### src/rtl/bmp_mstr_byte_sink.sv
// bmp_mstr_byte_sink: takes words from the arbiter master port into a 2-entry
// word buffer and serializes each word LSB byte first onto a byte handshake.
// A completion pulse from the master produces a one-cycle frame_done once
// everything buffered has drained.
// Optional feature: define BMP_MSTR_BYTECNT_EN to enable the frame byte counter
// on frame_bytes; otherwise frame_bytes is tied to zero.
module bmp_mstr_byte_sink #(
    parameter int DATA_BUS_SIZE = 32
) (
    input  logic                     clk,
    input  logic                     rst,
    input  logic [DATA_BUS_SIZE-1:0] data_to_master,
    input  logic [1:0]               mstr0_data_valid,
    input  logic                     mstr0_cmplt,
    output logic                     mstr0_ready,
    output logic [7:0]               byte_out,
    output logic                     byte_valid,
    input  logic                     byte_ready,
    output logic                     frame_done,
    output logic [23:0]              frame_bytes
);

    localparam int BPW   = DATA_BUS_SIZE / 8;
    localparam int IDX_W = (BPW > 1) ? $clog2(BPW) : 1;
    localparam logic [IDX_W-1:0] LAST_IDX = IDX_W'(BPW - 1);

    typedef enum logic [1:0] {
        IDLE  = 2'd0,
        SHIFT = 2'd1,
        DONE  = 2'd2
    } state_t;

    state_t state;
    state_t state_next;

    logic [DATA_BUS_SIZE-1:0] buf_mem [2];
    logic                     wr_ptr;
    logic                     rd_ptr;
    logic [1:0]               count;
    logic                     ready_en;
    logic [DATA_BUS_SIZE-1:0] shift_reg;
    logic [IDX_W-1:0]         index;
    logic                     cmplt_pending;
    logic                     push;
    logic                     pop;
    logic                     byte_fire;
    logic                     unused_valid_bit;

    // bit1 of the valid field is reserved and deliberately ignored
    assign unused_valid_bit = mstr0_data_valid[1];

    // ready_en keeps mstr0_ready low during reset and lets it rise on the first edge after release
    assign mstr0_ready = ready_en & (count < 2'd2);
    assign push        = mstr0_data_valid[0] & mstr0_ready;
    assign byte_valid  = (state == SHIFT);
    assign byte_fire   = byte_valid & byte_ready;
    assign frame_done  = (state == DONE);

    // Select the current byte of the shift register; zero whenever no byte is offered
    always_comb begin
        byte_out = 8'h00;
        if (state == SHIFT) begin
            byte_out = shift_reg[8*int'(index) +: 8];
        end
    end

    // Next-state logic; a pending completion only wins once the buffer is empty
    always_comb begin
        state_next = state;
        pop        = 1'b0;
        case (state)
            IDLE: begin
                if (count != 2'd0) begin
                    pop        = 1'b1;
                    state_next = SHIFT;
                end else if (cmplt_pending) begin
                    state_next = DONE;
                end
            end
            SHIFT: begin
                if (byte_fire && (index == LAST_IDX)) begin
                    if (count != 2'd0) begin
                        pop = 1'b1;
                    end else begin
                        state_next = IDLE;
                    end
                end
            end
            DONE: begin
                state_next = IDLE;
            end
            default: begin
                state_next = IDLE;
            end
        endcase
    end

    // State register
    always_ff @(posedge clk or posedge rst) begin
        if (rst) begin
            state <= IDLE;
        end else begin
            state <= state_next;
        end
    end

    // Word buffer storage; contents are meaningless while count is zero, so no reset
    always_ff @(posedge clk) begin
        if (push) begin
            buf_mem[wr_ptr] <= data_to_master;
        end
    end

    // Word buffer pointers and occupancy
    always_ff @(posedge clk or posedge rst) begin
        if (rst) begin
            wr_ptr   <= 1'b0;
            rd_ptr   <= 1'b0;
            count    <= 2'd0;
            ready_en <= 1'b0;
        end else begin
            ready_en <= 1'b1;
            if (push) begin
                wr_ptr <= ~wr_ptr;
            end
            if (pop) begin
                rd_ptr <= ~rd_ptr;
            end
            case ({push, pop})
                2'b10:   count <= count + 2'd1;
                2'b01:   count <= count - 2'd1;
                default: count <= count;
            endcase
        end
    end

    // Shift register load on pop, byte index advance on each accepted byte
    always_ff @(posedge clk or posedge rst) begin
        if (rst) begin
            shift_reg <= '0;
            index     <= '0;
        end else if (pop) begin
            shift_reg <= buf_mem[rd_ptr];
            index     <= '0;
        end else if (byte_fire) begin
            index <= index + 1'b1;
        end
    end

    // Completion flag; a pulse landing in DONE is kept for the following frame
    always_ff @(posedge clk or posedge rst) begin
        if (rst) begin
            cmplt_pending <= 1'b0;
        end else if (mstr0_cmplt) begin
            cmplt_pending <= 1'b1;
        end else if (state == DONE) begin
            cmplt_pending <= 1'b0;
        end
    end

`ifdef BMP_MSTR_BYTECNT_EN
    logic [23:0] byte_cnt;
    logic        clear_next;

    // Frame byte counter: holds through DONE, restarts on the first byte of the next frame
    always_ff @(posedge clk or posedge rst) begin
        if (rst) begin
            byte_cnt   <= 24'd0;
            clear_next <= 1'b0;
        end else if (state == DONE) begin
            clear_next <= 1'b1;
        end else if (byte_fire) begin
            if (clear_next) begin
                byte_cnt   <= 24'd1;
                clear_next <= 1'b0;
            end else if (byte_cnt != 24'hFFFFFF) begin
                byte_cnt <= byte_cnt + 24'd1;
            end
        end
    end

    assign frame_bytes = byte_cnt;
`else
    assign frame_bytes = 24'd0;
`endif

endmodule
### config.mk
export PLATFORM = sky130hd
export DESIGN_NAME = bmp_mstr_byte_sink
export DESIGN_NICKNAME = d
export VERILOG_FILES = /design/src/rtl/bmp_mstr_byte_sink.sv
export SDC_FILE = /design/constraint.sdc
export NUM_CORES = 1
export LEC_CHECK = 0
export BUFFER_PORTS_ARGS = -buffer_cell sky130_fd_sc_hd__buf_4
export CAP_MARGIN = 5
export CORE_MARGIN = 1.5
export CORE_UTILIZATION = 45
export DETAILED_ROUTE_END_ITERATION = 6
export PLACE_DENSITY = 0.66
export SYNTH_ARGS = -nofsm -noshare
export SYNTH_HDL_FRONTEND = slang
export SYNTH_SLANG_ARGS = --single-unit
export TNS_END_PERCENT = 5
### constraint.sdc
create_clock -name clk -period 5.68 [get_ports clk]
set_input_delay 1.136 -clock clk [delete_from_list [all_inputs] [get_ports clk]]
set_output_delay 1.136 -clock clk [all_outputs]
set_load 0.1 [all_outputs]
==> out/metrics.cfg, run 1 <==
[floorplan]
die_x_um=102
die-area_um2=10300
fp.dieH_um=102
coreArea_um2=9330
io-pin-count=73
initial_core_util=0.469
rows=35

[timing]
min_period_ns=3.24
fin_setup_tns_ns=0
fmax_mhz=309
worst_pin_slew_ns=0.708
post-route-period-util=0.570
max_slew_margin=0.528
hold_viol=0
hold_ws_ns=0.510
rsz0062_at_grt=no
slew_viol_final=0
setup_viol=0
skew_ns=0.0168

[finish]
area_delta_synth_final_pct=13.6
antenna_cells=0
layout.cells.non_filler=437
nets=343
fin_util=0.533
drive_gt1_frac=0.458
largest_register_ffs=64

[global_route]
grtUsageTotal=0.149
antenna_found_initial=0
grt_max_degree=43
grt_pass1_wl_mm=11.1
gr-total-overflow=0
grt_pass1_vias=2202

[clocking]
htreeDepth=3
numCtsBuffers=9
cts-root-buf=clkbuf_8
clock-sinks=106
cts.clk_slew.worst_paths_ns=0.11
clkLatencyLatePin_ns=0.37
clk_path_buf_depth=2
ctsResizeCount=0
cts_hold_buffers=0
cts_tree=built
post_cts_buffers=0

[power]
pwr_density_cell_nw_per_um2=587
max-vdd-ir-drop_mv=0.447
p_total_mw=2.92
p_leak_nw=1.94

[setup_path]
cp_max_fo=10
worstRegToRegCells=7
crit_required_ns=4.54
start_kind=register
end_kind=output pin
crit_arrival_ns=2.10
critical_path_class=reg2out

[synth]
netlist_top_cells_count=64 x edfxtp_1, 62 x mux2_2, 42 x dfrtp_1
yosysSeqAreaShare=0.679
syn_area_um2=4380
synthTopCellsByArea=edfxtp_1 44%, dfrtp_1 24%, mux2_2 16%
syn_inst=250
yosys.area.top_type_share=0.439
ys_warn_count=0
synthFlopType=edfxtp_1
synth.most_common_cell=edfxtp_1
yosysUniqueCellTypes=26
syn-mean-instance-area_um2=17.5
synth_edf_count=64
ys_ff_latch=106
async_reset_ff_frac=0.396
synth_top_cell_by_area=edfxtp_1

[drt]
antenna_left=0
drt-pass1-iter-count=4
vias_per_cell=4.84
wl_mm=7.03
via_count=2116
drtIter0Drc=74
drc=0
wl_per_cell_um=16.1

[place]
gp_congestion=0.707
post-dp-hpwl_mm=4.52
place.port_buffers=47
dp_cells=421

[min_path]
holdPathStages=1
hold_class=reg2reg

[flow_run]
cap_violations=0

[status]
status=completed

-- per-layer routing --
metal  part of all wire  track usage  wire [µm]
met5                  0            0          0
met4              0.014       0.0545         99
met3              0.046       0.0442        323
met2               0.49        0.245       3470
met1               0.45        0.189       3140
-- per-stage QoR --
stage          area (µm²)  setup WS, ns
2_1_floorplan        4460          1.71
3_3_place_gp         4780          2.85
3_5_place_dp         4780          2.85
4_1_cts              4970          2.42
5_1_grt              4970          2.30
6_report             4970          2.44
-- worst max-delay path: stages (launching register included) --
cell and delay [ns]:
dfrtp_1 0.73, mux4_2 0.56, nor2b_1 0.17, buf_4 0.27
-- cells by family after synthesis --
kind of cell | synth area share
AO/OA/AOI/OAI | 0.00743
other | 0.00172
buffers and inverters | 0.0575
adder cells (fa/ha/maj) | 0.00572
AND/OR/NAND/NOR | 0.0283
flip-flops | 0.679
multiplexers | 0.208
XOR/XNOR | 0.0120
-- worst paths after layout --
path                                     startpoint                        end  slack [ns]
max in group asynchronous                       rst  shift_reg[16]$_DFFE_PP0P_        4.40
hold / removal             shift_reg[8]$_DFFE_PP0P_   shift_reg[8]$_DFFE_PP0P_        0.51
setup reg to reg               index[0]$_DFFE_PP0P_       count[1]$_DFFE_PP0P_        3.25
min in group asynchronous                       rst       count[1]$_DFFE_PP0P_        0.89
setup / recovery               index[0]$_DFFE_PP0P_                byte_out[4]        2.44
hold reg to reg            shift_reg[8]$_DFFE_PP0P_   shift_reg[8]$_DFFE_PP0P_        0.51
-- area by class of cell --
| class | count | area, µm² |
|---|---|---|
| fill | 789 | 4360 |
| clock inverter | 6 | 46.3 |
| sequential | 106 | 2970 |
| tap | 129 | 161 |
| inverter | 3 | 11.3 |
| multi-input combinational | 131 | 1240 |
| timing repair buffer | 52 | 390 |
| clock buffer | 10 | 149 |
-- power by group --
group / switching (mW) / internal (mW)
combinational: 0.832 / 0.484
sequential: 0.145 / 1.01
clock: 0.259 / 0.191
-- placed cells by master, fill, tap and decap left out, drive strengths merged, types with 5 or more instances in the layout --
cell / instances
mux2: 64
dfrtp: 42
clkbuf: 10
inv: 6
nor2: 5
buf: 52
edfxtp: 64
nor2b: 10
conb: 25
mux4: 8
Note: power is estimated with default switching activity, not from simulation.
==> run 2: changes to the inputs <==
==> constraint.sdc (replaced) <==
create_clock -name clk -period 3.15 [get_ports clk]
set_input_delay 0.63 -clock clk [delete_from_list [all_inputs] [get_ports clk]]
set_output_delay 0.63 -clock clk [all_outputs]
set_load 0.1 [all_outputs]
==> out/metrics.cfg, run 2 (synthesis results as in run 1) <==
[setup_path]
start_kind=register
worstRegToRegCells=7  ; unchanged
cp_max_fo=10  ; unchanged
critical_path_class=reg2out
end_kind=output pin
crit_required_ns=2.52  ; -2.02 ns
crit_arrival_ns=2.08  ; -0.02 ns

[clocking]
clkLatencyLatePin_ns=0.36  ; about the same
cts_hold_buffers=0  ; unchanged
cts-root-buf=clkbuf_8
cts_tree=built
post_cts_buffers=0  ; unchanged
clock-sinks=106  ; unchanged
cts.clk_slew.worst_paths_ns=0.09  ; -0.02 ns
ctsResizeCount=0  ; unchanged
numCtsBuffers=9  ; unchanged
htreeDepth=3  ; unchanged
clk_path_buf_depth=2  ; unchanged

[floorplan]
initial_core_util=0.469  ; unchanged
fp.dieH_um=102  ; unchanged
coreArea_um2=9330  ; unchanged
die-area_um2=10300  ; unchanged
io-pin-count=73  ; unchanged
die_x_um=102  ; unchanged
rows=35  ; unchanged

[drt]
drc=0  ; unchanged
via_count=2099  ; -0.80%
drtIter0Drc=93  ; +26%
wl_mm=6.89  ; -2.0%
vias_per_cell=4.79  ; -1.0%
wl_per_cell_um=15.7  ; -2.2%
drt-pass1-iter-count=4  ; unchanged
antenna_left=0  ; unchanged

[global_route]
grt_max_degree=43  ; unchanged
grt_pass1_vias=2175  ; -1.2%
antenna_found_initial=0  ; unchanged
grtUsageTotal=0.151  ; +0.00152
gr-total-overflow=0  ; unchanged
grt_pass1_wl_mm=11.3  ; +1.4%

[finish]
area_delta_synth_final_pct=13.6  ; unchanged
multi_input_area_um2=1240  ; +0.20%
antenna_cells=0  ; unchanged
fillers=798  ; +1.1%
drive_gt1_frac=0.460  ; +0.00175
fin_area_um2=4970  ; unchanged
layout_common_cells=64 x edfxtp_1, 62 x mux2_2, 53 x buf_4
largest_register_ffs=64  ; unchanged
seq_area_um2=2970  ; unchanged
layout_commonest_cell=edfxtp_1
nets=344  ; +0.29%

[timing]
rsz0062_at_grt=no
post-route-period-util=0.860
fin_setup_tns_ns=0  ; unchanged
worst_pin_slew_ns=0.580  ; -0.129 ns
hold_ws_ns=0.397  ; -0.113 ns
setup_viol=0  ; unchanged
skew_ns=0.00892  ; -0.00783 ns
hold_viol=0  ; unchanged
fmax_mhz=369
min_period_ns=2.71
slew_viol_final=0  ; unchanged
max_slew_margin=0.613  ; +0.0857

[power]
p_leak_nw=1.94  ; -0.10%
max-vdd-ir-drop_mv=0.892  ; +100%
pwr_density_cell_nw_per_um2=1060  ; +80%
p_total_mw=5.26  ; +80%

[place]
postPlaceCellArea_um2=4790  ; +0.21%
post-dp-hpwl_mm=4.43  ; -2.1%
place.port_buffers=47  ; unchanged
gp_congestion=0.680  ; -3.8%

[status]
status=completed

[min_path]
hold_class=in2async

[flow_run]
cap_violations=0  ; unchanged

## run 2: cell types whose count changed in the layout (fill, tap and decap cells not counted), sizes merged
cell and delta:
inv -3, clkinv +1, clkinvlp +1, bufinv +1, buf +1
## run 2: final timing paths
check	start	to	slack, ns
max	index[0]$_DFFE_PP0P_	byte_out[5]	0.44
min	rst	count[1]$_DFFE_PP0P_	0.40
min reg2reg	shift_reg[4]$_DFFE_PP0P_	shift_reg[4]$_DFFE_PP0P_	0.51
max reg2reg	index[0]$_DFFE_PP0P_	count[1]$_DFFE_PP0P_	0.83
max in group asynchronous	rst	shift_reg[19]$_DFFE_PP0P_	2.37
min in group clk	data_to_master[24]	buf_mem[1][24]$_DFFE_PP_	0.44
## run 2: where the power goes
group	switching (mW)	total, mW	internal, mW
registers	0.242	2.06	1.82
clock network	0.434	0.797	0.363
logic	1.52	2.40	0.878
## run 2: critical path, cell delays in order, from the launching register on
cell and delay, ns:
dfrtp_1 0.72, mux4_2 0.56, nor2b_1 0.17, buf_4 0.27
## run 2: through the flow
stage | setup slack (ns) | utilization | std cells
after floorplan | 0.289 | - | 273
after global placement | 0.832 | 0.513 | 422
after detailed placement | 0.812 | 0.513 | 422
after CTS | 0.404 | 0.533 | 438
after global routing | 0.322 | 0.533 | 438
final | 0.441 | 0.533 | 438
## run 2: cell type report
| type | instances | share of cell area |
|---|---|---|
| Multi-Input combinational cell | 131 | 0.250 |
| Clock inverter | 6 | 0.0116 |
| Sequential cell | 106 | 0.598 |
| Inverter | 3 | 0.00226 |
| Timing Repair Buffer | 53 | 0.0800 |
| Clock buffer | 10 | 0.0257 |
| Tap cell | 129 | 0.0325 |
## run 2: metal layers
layer | up-vias | wire length [µm] | global-route usage | part of all wire
met5 | - | 0 | 0 | 0
met4 | 0 | 102 | 0.0641 | 0.015
met3 | 9 | 284 | 0.0290 | 0.041
met2 | 59 | 3270 | 0.241 | 0.47
met1 | 1060 | 3230 | 0.203 | 0.47
li1 | 971 | - | - | -
